==> src/rtl/dec_dig_blck_builder_if.sv <==
// Bus bundle for dec_dig_blck_builder: feed load, ciphertext in, plaintext out, digest out.
// No logic or latency of its own; it only carries wires.
// Handshakes are valid/ready; the master side is the block's environment.
//
// master : driven by the environment (feed, ciphertext words, pt_ready, dig_blck_ready)
// slave  : the block builder itself (din_ready, plaintext, digest)
interface dec_dig_blck_builder_if #(
  parameter int BLCK_SIZE = 256,
  parameter int BUS_SIZE  = 32
);
  // keystream block load
  logic [BLCK_SIZE-1:0]  feed_blck_in;
  logic                  feed_load;
  // ciphertext input stream
  logic [BUS_SIZE-1:0]   din;
  logic [BUS_SIZE/8-1:0] din_validity;
  logic                  din_valid;
  logic                  din_ready;
  logic                  din_last;
  // plaintext output stream
  logic [BUS_SIZE-1:0]   pt_out;
  logic [BUS_SIZE/8-1:0] pt_validity;
  logic                  pt_valid;
  logic                  pt_ready;
  // formatted digest block
  logic [BLCK_SIZE-1:0]  dig_blck_out;
  logic                  dig_blck_full;
  logic                  dig_blck_valid;
  logic                  dig_blck_ready;

  modport master (
    output feed_blck_in, feed_load,
    output din, din_validity, din_valid, din_last,
    output pt_ready, dig_blck_ready,
    input  din_ready,
    input  pt_out, pt_validity, pt_valid,
    input  dig_blck_out, dig_blck_full, dig_blck_valid
  );

  modport slave (
    input  feed_blck_in, feed_load,
    input  din, din_validity, din_valid, din_last,
    input  pt_ready, dig_blck_ready,
    output din_ready,
    output pt_out, pt_validity, pt_valid,
    output dig_blck_out, dig_blck_full, dig_blck_valid
  );
endinterface

==> src/rtl/dec_dig_blck_builder.sv <==
// Decryption block builder: XORs ciphertext words with a keystream block, builds the digest block.
// Latency: plaintext 1 cycle after accept; digest valid 1 cycle after the final word is accepted.
// Backpressure: pt_ready low stalls din_ready combinationally; digest is held until dig_blck_ready.
//
// Ports:
//   clk  : rising-edge clock
//   rst  : asynchronous active-high reset, clears every register
//   bus  : dec_dig_blck_builder_if.slave (feed load, din stream, pt stream, digest handshake)
// Optional feature macro: DEC_DIG_PAD_EN -- when defined, the first invalid digest byte is
// the feed byte XOR 0x01 (no pad byte when the whole block is valid).
module dec_dig_blck_builder #(
  parameter int BLCK_SIZE = 256,
  parameter int BUS_SIZE  = 32
) (
  input  logic                 clk,
  input  logic                 rst,
  dec_dig_blck_builder_if.slave bus
);

  localparam int NW    = BLCK_SIZE / BUS_SIZE;  // words per block
  localparam int NB    = BLCK_SIZE / 8;         // bytes per block
  localparam int WB    = BUS_SIZE / 8;          // bytes per word
  localparam int CNT_W = (NW > 1) ? $clog2(NW) : 1;
  localparam logic [CNT_W-1:0] CNT_LAST = CNT_W'(NW - 1);

  typedef enum logic [1:0] {
    ST_IDLE = 2'd0,
    ST_FILL = 2'd1,
    ST_DONE = 2'd2
  } state_t;

  // state and datapath registers
  state_t                state_q,   state_d;
  logic [BLCK_SIZE-1:0]  feed_q,    feed_d;
  logic [BLCK_SIZE-1:0]  ct_q,      ct_d;
  logic [NB-1:0]         vld_q,     vld_d;
  logic [CNT_W-1:0]      cnt_q,     cnt_d;
  logic [BUS_SIZE-1:0]   pt_q,      pt_d;
  logic [WB-1:0]         ptv_q,     ptv_d;
  logic                  pt_vld_q,  pt_vld_d;
  logic                  dig_vld_q, dig_vld_d;

  logic                  din_rdy;
  logic                  accept;
  logic [BUS_SIZE-1:0]   feed_wrd;
  logic [BLCK_SIZE-1:0]  dig_blck;

  // A word may enter only if the plaintext register is free or draining this cycle.
  assign din_rdy = (state_q == ST_FILL) & (~pt_vld_q | bus.pt_ready);
  assign accept  = bus.din_valid & din_rdy;

  // Keystream word aligned with the slot the next accepted word lands in.
  assign feed_wrd = feed_q[cnt_q*BUS_SIZE +: BUS_SIZE];

  // Next-state logic for the FSM and all buffers.
  always_comb begin
    state_d   = state_q;
    feed_d    = feed_q;
    ct_d      = ct_q;
    vld_d     = vld_q;
    cnt_d     = cnt_q;
    dig_vld_d = dig_vld_q;

    case (state_q)
      ST_IDLE: begin
        if (bus.feed_load) begin
          feed_d  = bus.feed_blck_in;
          ct_d    = '0;
          vld_d   = '0;
          cnt_d   = '0;
          state_d = ST_FILL;
        end
      end
      ST_FILL: begin
        if (accept) begin
          ct_d[cnt_q*BUS_SIZE +: BUS_SIZE] = bus.din;
          vld_d[cnt_q*WB +: WB]            = bus.din_validity;
          cnt_d                            = cnt_q + CNT_W'(1);
          // End of block on explicit last or on the final slot, whichever comes first.
          if (bus.din_last || (cnt_q == CNT_LAST)) begin
            state_d   = ST_DONE;
            dig_vld_d = 1'b1;
          end
        end
      end
      ST_DONE: begin
        if (dig_vld_q && bus.dig_blck_ready) begin
          state_d   = ST_IDLE;
          dig_vld_d = 1'b0;
        end
      end
      default: begin
        state_d   = ST_IDLE;
        dig_vld_d = 1'b0;
      end
    endcase
  end

  // Plaintext register: loads on accept, drains independently of the FSM.
  always_comb begin
    pt_d     = pt_q;
    ptv_d    = ptv_q;
    pt_vld_d = pt_vld_q;
    if (accept) begin
      pt_d     = bus.din ^ feed_wrd;
      ptv_d    = bus.din_validity;
      pt_vld_d = 1'b1;
    end else if (bus.pt_ready) begin
      pt_vld_d = 1'b0;
    end
  end

`ifdef DEC_DIG_PAD_EN
  // Validity is contiguous from byte 0 across the block, so the pad byte (index = valid
  // byte count) is the first invalid byte whose predecessor is valid; byte 0 has an
  // implicit valid predecessor. A full block has no such byte.
  logic [NB-1:0] vld_prev;
  logic [NB-1:0] pad_sel;
  assign vld_prev = {vld_q[NB-2:0], 1'b1};
  // Pad only while the digest is presented so that the idle/reset digest reads as zero.
  assign pad_sel  = ~vld_q & vld_prev & {NB{dig_vld_q}};
`endif

  // Per-byte digest mux: ciphertext where valid, keystream elsewhere.
  always_comb begin
    dig_blck = '0;
    for (int i = 0; i < NB; i++) begin
      if (vld_q[i]) begin
        dig_blck[i*8 +: 8] = ct_q[i*8 +: 8];
      end else begin
        dig_blck[i*8 +: 8] = feed_q[i*8 +: 8];
      end
`ifdef DEC_DIG_PAD_EN
      if (pad_sel[i]) begin
        dig_blck[i*8 +: 8] = feed_q[i*8 +: 8] ^ 8'h01;
      end
`endif
    end
  end

  always_ff @(posedge clk or posedge rst) begin
    if (rst) begin
      state_q   <= ST_IDLE;
      feed_q    <= '0;
      ct_q      <= '0;
      vld_q     <= '0;
      cnt_q     <= '0;
      pt_q      <= '0;
      ptv_q     <= '0;
      pt_vld_q  <= 1'b0;
      dig_vld_q <= 1'b0;
    end else begin
      state_q   <= state_d;
      feed_q    <= feed_d;
      ct_q      <= ct_d;
      vld_q     <= vld_d;
      cnt_q     <= cnt_d;
      pt_q      <= pt_d;
      ptv_q     <= ptv_d;
      pt_vld_q  <= pt_vld_d;
      dig_vld_q <= dig_vld_d;
    end
  end

  assign bus.din_ready      = din_rdy;
  assign bus.pt_out         = pt_q;
  assign bus.pt_validity    = ptv_q;
  assign bus.pt_valid       = pt_vld_q;
  assign bus.dig_blck_out   = dig_blck;
  assign bus.dig_blck_full  = &vld_q;
  assign bus.dig_blck_valid = dig_vld_q;

endmodule

==> src/flat_wrapper.sv <==
// flat-port wrapper written by rule: the top's interface ports become plain ports
module dec_dig_blck_builder_flat 
#(
  parameter int BLCK_SIZE = 256,
  parameter int BUS_SIZE  = 32
)
  (clk, rst, bus_feed_blck_in, bus_feed_load, bus_din, bus_din_validity, bus_din_valid, bus_din_last, bus_pt_ready, bus_dig_blck_ready, bus_din_ready, bus_pt_out, bus_pt_validity, bus_pt_valid, bus_dig_blck_out, bus_dig_blck_full, bus_dig_blck_valid);
  dec_dig_blck_builder_if #(.BLCK_SIZE(BLCK_SIZE), .BUS_SIZE(BUS_SIZE)) bus_i ();
  input  logic clk;
  input  logic rst;
  input wire logic [$bits(bus_i.feed_blck_in)-1:0] bus_feed_blck_in;
  input wire logic [$bits(bus_i.feed_load)-1:0] bus_feed_load;
  input wire logic [$bits(bus_i.din)-1:0] bus_din;
  input wire logic [$bits(bus_i.din_validity)-1:0] bus_din_validity;
  input wire logic [$bits(bus_i.din_valid)-1:0] bus_din_valid;
  input wire logic [$bits(bus_i.din_last)-1:0] bus_din_last;
  input wire logic [$bits(bus_i.pt_ready)-1:0] bus_pt_ready;
  input wire logic [$bits(bus_i.dig_blck_ready)-1:0] bus_dig_blck_ready;
  output wire logic [$bits(bus_i.din_ready)-1:0] bus_din_ready;
  output wire logic [$bits(bus_i.pt_out)-1:0] bus_pt_out;
  output wire logic [$bits(bus_i.pt_validity)-1:0] bus_pt_validity;
  output wire logic [$bits(bus_i.pt_valid)-1:0] bus_pt_valid;
  output wire logic [$bits(bus_i.dig_blck_out)-1:0] bus_dig_blck_out;
  output wire logic [$bits(bus_i.dig_blck_full)-1:0] bus_dig_blck_full;
  output wire logic [$bits(bus_i.dig_blck_valid)-1:0] bus_dig_blck_valid;
  assign bus_i.feed_blck_in = bus_feed_blck_in;
  assign bus_i.feed_load = bus_feed_load;
  assign bus_i.din = bus_din;
  assign bus_i.din_validity = bus_din_validity;
  assign bus_i.din_valid = bus_din_valid;
  assign bus_i.din_last = bus_din_last;
  assign bus_i.pt_ready = bus_pt_ready;
  assign bus_i.dig_blck_ready = bus_dig_blck_ready;
  assign bus_din_ready = bus_i.din_ready;
  assign bus_pt_out = bus_i.pt_out;
  assign bus_pt_validity = bus_i.pt_validity;
  assign bus_pt_valid = bus_i.pt_valid;
  assign bus_dig_blck_out = bus_i.dig_blck_out;
  assign bus_dig_blck_full = bus_i.dig_blck_full;
  assign bus_dig_blck_valid = bus_i.dig_blck_valid;
  dec_dig_blck_builder #(.BLCK_SIZE(BLCK_SIZE), .BUS_SIZE(BUS_SIZE)) u_core (.clk(clk), .rst(rst), .bus(bus_i));
endmodule
==> config.mk <==
export PLATFORM = sky130hd
export DESIGN_NAME = dec_dig_blck_builder_flat
export DESIGN_NICKNAME = d
export VERILOG_FILES = /design/src/rtl/dec_dig_blck_builder_if.sv /design/src/rtl/dec_dig_blck_builder.sv /design/src/flat_wrapper.sv
export SDC_FILE = /design/constraint.sdc
export NUM_CORES = 1
export LEC_CHECK = 0
export CORE_UTILIZATION = 40
export CTS_CLUSTER_SIZE = 30
export DETAILED_ROUTE_END_ITERATION = 16
export GPL_TIMING_DRIVEN = 1
export PLACE_DENSITY = 0.68
export SKIP_LAST_GASP = 1
export SYNTH_ARGS = -nofsm -noshare
export SYNTH_HDL_FRONTEND = slang
export SYNTH_SLANG_ARGS = --single-unit
export TNS_END_PERCENT = 20
==> constraint.sdc <==
create_clock -name clk -period 17.8 [get_ports clk]
set_input_delay 1.78 -clock clk [delete_from_list [all_inputs] [get_ports clk]]
set_output_delay 1.78 -clock clk [all_outputs]
set_load 0.02 [all_outputs]
Word level (Yosys, flattened, before mapping)
Cells that the tools add are included.
- add/subtract/negate cells: 3
- equality and inequality tests: 7
- shift operators: 5
- mux-type cells: 54
- bitwise logic cells: 6
- reduce and logical (&&, ||, !) cells: 10
- operators by type and width (kind ; count):
    $mux 256 ; 2
    $pmux 256 s2 ; 1
    $bwmux 256 ; 1
    $mux 8 ; 32
    $shift 32x34->256 const A ; 1
    $shiftx 256x9->32 ; 1
    $shiftx 32x34->256 ; 1
    $mux 32 ; 2
    $pmux 32 s2 ; 1
    $neg 5->34 ; 1
    $neg 8->34 ; 1
    $shift 4x34->32 const A ; 1
    $shiftx 4x34->32 ; 1
    $bwmux 32 ; 1
    $reduce_and 32->1 ; 1
    $xor 32x32->32 ; 1
    $mux 2 ; 4
    $reduce_and 4->1 ; 2
    $mux 3 ; 2
    $pmux 2 s3 ; 1
    $pmux 3 s2 ; 1
    $mux 1 ; 5
    $ne 2x1->1 const B ; 2
    $ne 2x2->1 const B ; 2
    other kinds (14) ; 17
- register bits: 587
- input bits: 299
- output and inout port bits: 296
- word-level logic and storage cells: 94

Longest topological paths before layout
Gate-level depths: netlist of run 1.
- word-level depth: 6
- gate-level depth with buffers: 12
- mapped depth without buffers: 7

Worst setup path before layout of run 1
Ideal clock, no wire load.
- kind: input to output
- start point: input bus_pt_ready
- end point: output bus_din_ready
- arrival: 2.167 ns
- required time: 16.020 ns
- setup slack: 13.853 ns
- cell stages on the path: 2
- buffers on the path: 0
- path through: nand2b_1 and2_1
- word-level cells in the longest chain between the ends: 2
- RTL lines (element ; line ; source):
    from (decl) ; flat_wrapper.sv:17 ; input wire logic [$bits(bus_i.pt_ready)-1:0] bus_pt_ready;
    $or 1x1->1 ; dec_dig_blck_builder.sv:49 ; assign din_rdy = (state_q == ST_FILL) & (~pt_vld_q | bus.pt_ready);
    $and 1x1->1 ; dec_dig_blck_builder.sv:49 ;
    to (decl) ; flat_wrapper.sv:19 ; output wire logic [$bits(bus_i.din_ready)-1:0] bus_din_ready;
No other way between the ends.

Worst setup path in the final report of run 1
- start point: register u_core.vld_q[11]
- end point: output bus_dig_blck_full
- word-level cells in the longest chain between the ends: 1
- RTL lines (element ; line ; source):
    from (decl) ; dec_dig_blck_builder.sv:36 ; logic [NB-1:0] vld_q, vld_d;
    from (signal assigned) ; dec_dig_blck_builder.sv:156 ; vld_q <= vld_d;
    $reduce_and 32->1 ; dec_dig_blck_builder.sv:170 ; assign bus.dig_blck_full = &vld_q;
    to (decl) ; flat_wrapper.sv:24 ; output wire logic [$bits(bus_i.dig_blck_full)-1:0] bus_dig_blck_full;
No other way between the ends.

==> results of run 1 <==
[state kept, by name, indices dropped and copies added, names as in the netlist]
signal	count
u_core.bus.pt_valid	1
u_core.state_q	2
u_core.ct_q	256
u_core.vld_q	32
u_core.feed_q	256
u_core.bus.pt_validity	4
u_core.bus.dig_blck_valid	1
u_core.bus.pt_out	32
u_core.cnt_q	3
[power by group through the flow]
stage,registers [mW],clock network [mW],logic (mW)
after floorplan,2.04,0,1.96
after global placement,2.21,0,3.13
after detailed placement,2.23,0,3.17
after CTS,2.21,1.32,3.18
after global routing,2.27,1.37,3.35
final,2.22,1.31,3.17
[per-layer routing]
layer  global-route usage (%)  routed length, um  up-vias
li1                         -                  -     9336
met1                    37.77              41350    11260
met2                    47.38              49670     1103
met3                    5.257               7628      209
met4                    12.52               4257        2
met5                        0                  7        -
[cells by family after synthesis]
group | after synthesis
AO/OA/AOI/OAI | 304
XOR/XNOR | 32
adder cells (fa/ha/maj) | 5
buffers and inverters | 249
flip-flops | 587
multiplexers | 388
AND/OR/NAND/NOR | 893
[worst max-delay path: stages, from the launching register on]
cell	delay, ns
dfrtp_1	0.88
nand4_1	0.15
or4_1	0.54
nor2_1	0.47
clkdlybuf4s50_1	0.72
[placed cells by master, fill, tap and decap left out, types with 10 or more instances in the layout]
master / Yosys / layout
nand2_1: 855 / 855
clkdlybuf4s50_1: 0 / 594
dfrtp_1: 587 / 585
mux2_2: 256 / 256
a22o_1: 252 / 252
mux2i_1: 68 / 68
mux4_2: 64 / 64
clkbuf_16: 0 / 61
inv_1: 40 / 39
xor2_1: 32 / 32
o21ai_0: 28 / 28
buf_4: 26 / 23
clkinv_2: 0 / 15
clkbuf_8: 0 / 12
o21ai_1: 10 / 10
[per-stage QoR]
stage	worst slack [ns]	utilization, %	std cells	total power [mW]	hold WS [ns]
final	12.62	52.81	3858	6.705	0.4838
after global routing	12.58	52.81	3858	6.995	0.5102
after CTS	12.62	52.79	3854	6.717	0.4884
after detailed placement	12.64	49.78	3743	5.393	0.4709
after global placement	12.75	49.78	3743	5.336	0.4635
after floorplan	8.019	-	2458	4.001	0.4584
[worst paths after layout]
kind	from	end	slack, ns
hold reg to reg	u_core.bus.pt_out[18]	u_core.bus.pt_out[18]	0.48
hold / removal	u_core.bus.pt_out[18]	u_core.bus.pt_out[18]	0.48
min in group asynchronous	rst	u_core.feed_q[76]	1.43
setup reg to reg	u_core.cnt_q[0]	u_core.ct_q[45]	13.71
max in group asynchronous	rst	u_core.cnt_q[0]	14.11
setup / recovery	u_core.vld_q[11]	bus_dig_blck_full	12.62
[area by class of cell]
class / instances / area share [%]
flip-flops and latches: 587 / 41.22
multi-input cells: 1622 / 32.20
inverters: 41 / 0.4422
clock inverters: 29 / 0.8738
diodes: 4 / 0.02808
clock buffers: 82 / 4.839
repair buffers: 620 / 17.33
well taps: 873 / 3.064
==> metrics, run 1 <==
most common cell in the netlist=nand2_1; routability cong.=between 0.9 and 1; placed instance area=33,610 sq um; sequential power share=33.2%; first-pass GRT wire length=150.3 mm; CTS tree=built; P_int=approximately 4 mW; Critical Path AT=3.40 ns; crit-path max FO=10; worst skew pair latency=approximately 0.64 ns; Sink Count=587; Worst VDD drop=102.9 uV; vias in the first global route=between 20k and 25k; layout cells sized above 1=16.00%; fillers=slightly below 6k; largest family of logic cells by synthesized area=multiplexers; multiplexer area fraction after synthesis=18.22%; max_slew headroom=12.55%; most frequent cells after synthesis=855 x nand2_1, 587 x dfrtp_1, 256 x mux2_2; dominant cells by area after synthesis=dfrtp_1 53%, nand2_1 12%, mux2_2 10%; 1st-pass router iterations=5; Post-CTS Hold Fix Bufs=0; via count=about 22k; Pwr Density=188.1 nW/um^2; final setup vio count=0; DIE WIDTH=264.0 um; switching share of power=40.86%; Post-synth EDFFs=0; IO Port Bufs=slightly below 600; Hold Violations, Final=0; Critical Path RT=16.02 ns; wire per inst=26.67 um; Distinct cells, synth=46; register area=14,700 sq um; setup bufs post-CTS=0; Hold Path Class=reg2reg; R2R cell count=7; ys flop type=dfrtp_1; CP Capture Type=primary output; period utilisation layout=29.08%; largest net degree at the start of global routing=206; share of the synthesized area in the top cell type=a little over half; core area=67,510 sq um; area taken by multi-input logic gates=11,480 sq um; Static Leak=16.68 nW; post-synthesis xor/xnor area fraction=1.021%; post-route ant nets=0; Post-Route WL=102.9 mm; Vias/cell=5.678; Rows=95; CTS root buffer=clkbuf_16; I/O Pins=595; Compound-Gate Fraction of Synth Area=9.390%; maximum clock frequency=193.2 MHz; sum of negative setup slack=0 ns; Syn Area/Cell=around 11 sq um; Mapped Nets=between 2k and 3k; fin. max-slew vios=0; Iter 0 DRT Violations=2,055; clk slew on worst S/H paths=about 0.060 ns; Mapped Cells=2,458; Critical Setup Path Class=reg2out; asr flop ratio synth=100.0%; switching power total=2.739 mW; Clock Tree Buf Depth=3; die height=around 260 um; Final Net Count=3,237; status=finished, final reports clean; post-synthesis sequential area ratio=53.49%; combinational fraction of design power=47.3%; Final HPWL DP=70.04 mm; Initial Util=between 40% and 50%; Post-Synth Simple-Gate Area=approximately an eighth; #FFs+latches synth=587; Worst Setup Start Kind=flip-flop; skew final=0.02916 ns; adder-cell share of the synthesized area=0.2278%; fin area=approximately 36,000 sq um; htree depth=2; Mapped Area=27,460 sq um; initial antenna violation count=5; area leader, netlist=dfrtp_1; number of gates resized after CTS=0; Syn-to-layout area delta=29.83%; total CTS buffers=61; Clk pwr share=19.5%; drt drc=0; max-cap violation count=0; gr ovfl total=0; Slew @ Worst Pin=approximately 1.3 ns; synth warn=0; RSZ-0062 raised after global routing=false; die area=around 70,000 sq um; Hold Path Depth=2; Period minus WS final=5.177 ns; GRT Overall Usage=between 20% and 30%
Power figures use the tool's default switching activity.
==> inputs of run 2 (changes only) <==
Settings changed: PLACE_DENSITY 0.68 to 0.65.
Clock period 17.8 ns to 4.8 ns, I/O delays scaled along.
==> metrics, run 2 (synthesis results as in run 1) <==
most common cell after layout, fill and taps aside=nand2_1 (unchanged); routability cong.=0.9154 (was 0.9134); Critical Path AT=3.48 ns (was 3.40 ns); CTS tree=built (unchanged); worst slack, placed=1.519 ns (was 12.64 ns); worst r2r src=u_core.cnt_q[0] (unchanged); CTS root buffer=clkbuf_16 (unchanged); die height=264.0 um (unchanged); worst setup path startpoint=u_core.vld_q[27] (was u_core.vld_q[11]); Post-CTS Hold Fix Bufs=0 (unchanged); biggest regs=u_core.ct_q: 256 flops, u_core.feed_q: 256 flops (unchanged); IO Port Bufs=594 (unchanged); Hold Path Class=in2async (was reg2reg); status=finished, final reports clean (unchanged); Clock Tree Buf Depth=3 (unchanged); Iter 0 DRT Violations=2,201 (was 2,055); Critical Setup Path Class=reg2out (unchanged); Slew @ Worst Pin=1.196 ns (was 1.308 ns); RSZ-0062 raised after global routing=false (unchanged); area taken by multi-input logic gates=11,480 sq um (unchanged); Final Net Count=3,252 (was 3,237); crit-path max FO=10 (unchanged); R2R Setup Slk=1.61 ns (was 13.71 ns); initial antenna violation count=14 (was 5); period utilisation layout=82.43%; largest net degree at the start of global routing=168 (was 206); setup bufs post-CTS=0 (unchanged); GRT Overall Usage=29.83% (was 28.99%); Worst R2R End=u_core.bus.pt_out[28] (was u_core.ct_q[45]); fillers=5,902 (was 5,794); Final HPWL DP=72.13 mm (was 70.04 mm); max-cap violation count=0 (unchanged); gr ovfl total=0 (unchanged); Vias/cell=5.623 (was 5.678); 1st-pass router iterations=5 (unchanged); skew final=0.02110 ns (was 0.02916 ns); setup slack after layout=0.8432 ns (was 12.62 ns); R2R cell count=6 (was 7); clk slew on worst S/H paths=0.06 ns (about the same); Static Leak=16.88 nW (was 16.68 nW); Post-Route WL=104.8 mm (was 102.9 mm); core area=67,510 sq um (unchanged); Rows=95 (unchanged); number of gates resized after CTS=0 (unchanged); Hold Worst Slack=0.2804 ns (was 0.4838 ns); htree depth=3 (was 2); post-route ant nets=0 (unchanged); via count=21.82k (was 21.91k); fin. max-slew vios=0 (unchanged); Hold Violations, Final=0 (unchanged); Sink Count=587 (unchanged); register area=14,700 sq um (unchanged); drt drc=0 (unchanged); Worst setup endpoint=bus_dig_blck_full (unchanged); CP Capture Type=primary output (unchanged); maximum clock frequency=approximately 250 MHz; total CTS buffers=68 (was 61); vias in the first global route=22.66k (was 22.74k); Period minus WS final=3.957 ns; I/O Pins=595 (unchanged); Worst VDD drop=394.6 uV (was 102.9 uV); first-pass GRT wire length=153.6 mm (was 150.3 mm); wire per inst=27.00 um (was 26.67 um); layout cells sized above 1=16.47% (was 16.00%); most frequent cells in the layout=855 x nand2_1, 594 x clkdlybuf4s50_1, 585 x dfrtp_1 (unchanged); Pwr Density=705.6 nW/um^2 (was 188.1 nW/um^2); DIE WIDTH=264.0 um (unchanged); Critical Path RT=4.32 ns (was 16.02 ns); Syn-to-layout area delta=31.23% (was 29.83%); worst skew pair latency=0.61 ns (was 0.64 ns); final setup vio count=0 (unchanged); Worst Setup Start Kind=flip-flop (unchanged); Initial Util=40.67% (unchanged); max_slew headroom=20.28% (was 12.55%); die area=69,700 sq um (unchanged)
-- run 2: changes by cell type in the layout (fill, tap and decap cells not counted), sizes merged --
cell	previous run	this run
diode	4	9
clkinv	17	14
inv	41	45
clkinvlp	7	4
clkbuf	82	96
buf	26	34
bufinv	5	3
-- run 2: worst max-delay path, stage by stage (launching register included) --
cell and delay [ns]:
dfrtp_1 0.87, nand4_1 0.14, or4_1 0.55, nor2_1 0.57
clkdlybuf4s50_1 0.74
-- run 2: layout make-up --
class | count | share of cell area [%]
multi-input combinational | 1622 | 31.86
inverter | 41 | 0.4375
antenna | 9 | 0.06249
clock buffer | 96 | 5.576
tap | 873 | 3.031
timing repair buffer | 628 | 17.60
sequential | 587 | 40.78
clock inverter | 25 | 0.6597
-- run 2: through the flow --
stage / instances / cell area [sq um] / TNS, ns / total power, mW / utilization (%)
after floorplan: 2458 / 27470 / -2160.98 / 14.84 / -
after global placement: 3748 / 33690 / 0 / 19.91 / 49.91
after detailed placement: 3751 / 33770 / 0 / 20.16 / 50.02
after CTS: 3872 / 36020 / 0 / 25.48 / 53.35
after global routing: 3880 / 36040 / 0 / 26.52 / 53.37
final: 3881 / 36040 / 0 / 25.43 / 53.38
-- run 2: how the worst min path moves through the flow --
stage                                         start                        end  slack (ns)
after floorplan                  u_core.feed_q[128]         u_core.feed_q[128]        0.46
after global placement    u_core.bus.pt_validity[1]  u_core.bus.pt_validity[1]        0.46
after detailed placement      u_core.bus.pt_out[19]      u_core.bus.pt_out[19]        0.47
after CTS                                       rst           u_core.ct_q[237]        0.27
after global routing                            rst           u_core.ct_q[237]        0.32
final                                           rst           u_core.ct_q[237]        0.28
-- run 2: power by group --
part	total, mW	switching, mW	internal, mW
logic	12.0	6.52	5.45
registers	8.22	1.65	6.56
clock network	5.25	2.16	3.09
total	25.4	10.3	15.1
-- run 2: metal layers --
metal	part of all wire (%)	track usage (%)
met1	41	39.71
met2	48	47.87
met3	8.0	6.367
met4	3.0	11.09
met5	0.056	0
==> inputs of run 3 (changes only) <==
Clock period 4.8 ns to 4.1 ns, I/O delays scaled along.
==> metrics, run 3 (synthesis results as in run 1) <==
post-route ant nets=0 (unchanged); Util after Layout=53.54% (was 53.38%); sum of negative setup slack=0 ns (unchanged); Critical Path RT=3.69 ns (was 4.32 ns); fin. max-slew vios=0 (unchanged); routability cong.=0.8965 (was 0.9154); biggest regs=u_core.ct_q: 256 flops, u_core.feed_q: 256 flops (unchanged); DIE WIDTH=264.0 um (unchanged); RSZ-0062 raised after global routing=false (unchanged); Final HPWL DP=71.54 mm (was 72.13 mm); Critical Path AT=3.10 ns (was 3.48 ns); CP delay by family, top=flip-flops (was simple AND/OR/NAND/NOR gates); CTS root buffer=clkbuf_16 (unchanged); via count=21.87k (was 21.82k); Final Net Count=3,263 (was 3,252); htree depth=3 (unchanged); vias in the first global route=22.58k (was 22.66k); GRT Overall Usage=29.40% (was 29.83%); max_slew headroom=23.95% (was 20.28%); Clock Tree Buf Depth=3 (unchanged); fillers=5,781 (was 5,902); period utilisation layout=85.66%; skew final=0.03483 ns (was 0.02110 ns); largest net degree at the start of global routing=145 (was 168); gr ovfl total=0 (unchanged); Pwr Density=822.6 nW/um^2 (was 705.6 nW/um^2); CP Capture Type=primary output (unchanged); Vias/cell=5.626 (was 5.623); drt drc=0 (unchanged); I/O Pins=595 (unchanged); Critical-path top delay cell=dfrtp_1 (unchanged); initial antenna violation count=4 (was 14); max-cap violation count=0 (unchanged); worst skew pair latency=0.62 ns (was 0.61 ns); Worst R2R End=u_core.ct_q[21] (was u_core.bus.pt_out[28]); Sink Count=587 (unchanged); final setup vio count=0 (unchanged); Rows=95 (unchanged); IO Port Bufs=594 (unchanged); status=finished, final reports clean (unchanged); crit-path max FO=10 (unchanged); crit-path max cell delay=0.88 ns (was 0.87 ns); Iter 0 DRT Violations=2,149 (was 2,201); Period minus WS final=3.512 ns; critical path cell sequence=nand4_1, or4_1, nor2_1, clkdlybuf4s50_1 (unchanged); Slew @ Worst Pin=1.141 ns (was 1.196 ns); Initial Util=40.67% (unchanged); Hold Path Class=in2async (unchanged); Worst VDD drop=608.9 uV (was 394.6 uV); Static Leak=16.96 nW (was 16.88 nW); Buf/Inv on CP=1 (unchanged); core area=67,510 sq um (unchanged); maximum clock frequency=around 280 MHz; number of gates resized after CTS=0 (unchanged); worst r2r src=u_core.cnt_q[2] (was u_core.cnt_q[0]); layout cells sized above 1=16.63% (was 16.47%); first-pass GRT wire length=152.0 mm (was 153.6 mm); Hold Violations, Final=0 (unchanged); CTS tree=built (unchanged); R2R cell count=6 (unchanged); most frequent cells in the layout=855 x nand2_1, 594 x clkdlybuf4s50_1, 585 x dfrtp_1 (unchanged); Critical Setup Path Class=reg2out (unchanged); 1st-pass router iterations=5 (unchanged); die height=264.0 um (unchanged); total CTS buffers=67 (was 68); Post-Route WL=103.2 mm (was 104.8 mm); setup bufs post-CTS=0 (unchanged); die area=69,700 sq um (unchanged); Post-CTS Hold Fix Bufs=0 (unchanged); Worst Setup Start Kind=flip-flop (unchanged); R2R Setup Slk=0.87 ns (was 1.61 ns); Syn-to-layout area delta=31.63% (was 31.23%); most common cell after layout, fill and taps aside=nand2_1 (unchanged); clk slew on worst S/H paths=0.06 ns (about the same); wire per inst=26.55 um (was 27.00 um)
## run 3: cell count changes in the layout (fill, tap and decap cells not counted), sizes merged
cell	delta
bufinv	+2
clkbuf	+6
buf	+12
inv	-1
diode	-6
clkinvlp	-3
clkinv	-3
## run 3: layout make-up
cell class / instances / area (sq um) / area share (%)
Clock inverter: 20 / 262.8 / 0.7269
Tap cell: 873 / 1092 / 3.022
Antenna cell: 3 / 7.507 / 0.02077
Timing Repair Buffer: 640 / 6429 / 17.78
Inverter: 41 / 157.7 / 0.4361
Sequential cell: 587 / 14700 / 40.66
Multi-Input combinational cell: 1622 / 11480 / 31.76
Clock buffer: 102 / 2021 / 5.590
## run 3: worst max path at each step
stage / depth (start not counted) / to / slack (ns) / startpoint
CTS: 4 / bus_dig_blck_full / 0.53 / u_core.vld_q[11]
global placement: 6 / u_core.ct_q[30] / 0.97 / u_core.cnt_q[2]
floorplan: 1 / u_core.bus.dig_blck_valid / -4.31 / rst
global route: 4 / bus_dig_blck_full / 0.44 / u_core.vld_q[11]
finish: 4 / bus_dig_blck_full / 0.59 / u_core.vld_q[11]
detailed placement: 6 / u_core.ct_q[21] / 0.97 / u_core.cnt_q[2]
## run 3: worst register-to-register path, cell delays in order (launching register included)
cell and delay (ns):
dfrtp_4 0.82, inv_1 0.18, ha_1 0.51, nor4_1 0.34, and3_1 0.27, and3_2 0.78, a22o_1 0.26
## run 3: per-stage QoR
stage / hold slack [ns] / power [mW] / worst slack [ns] / cell area (sq um) / cells
final: 0.2368 / 29.73 / 0.5878 / 36150 / 3888
after floorplan: 0.4584 / 17.37 / -4.311 / 27470 / 2458
after global placement: 0.4656 / 23.25 / 0.9663 / 33860 / 3763
after global routing: 0.2550 / 31.03 / 0.4356 / 36150 / 3888
after detailed placement: 0.4699 / 23.47 / 0.9681 / 33860 / 3763
after CTS: 0.2172 / 29.80 / 0.5250 / 36140 / 3885
## run 3: where the power goes
group	leakage (nW)	internal [mW]	switching (mW)
Sequential	7.72	7.69	1.94
Clock	1.13	3.73	2.50
Combinational	8.11	6.34	7.54
## run 3: metal layers
metal  routed length (um)  track usage, %  up-vias
li1                     -               -     9415
met1                43160           39.52    11270
met2                49430           47.44     1012
met3                 7421           6.022      176
met4                 3196           9.899        2
met5                    8               0        -
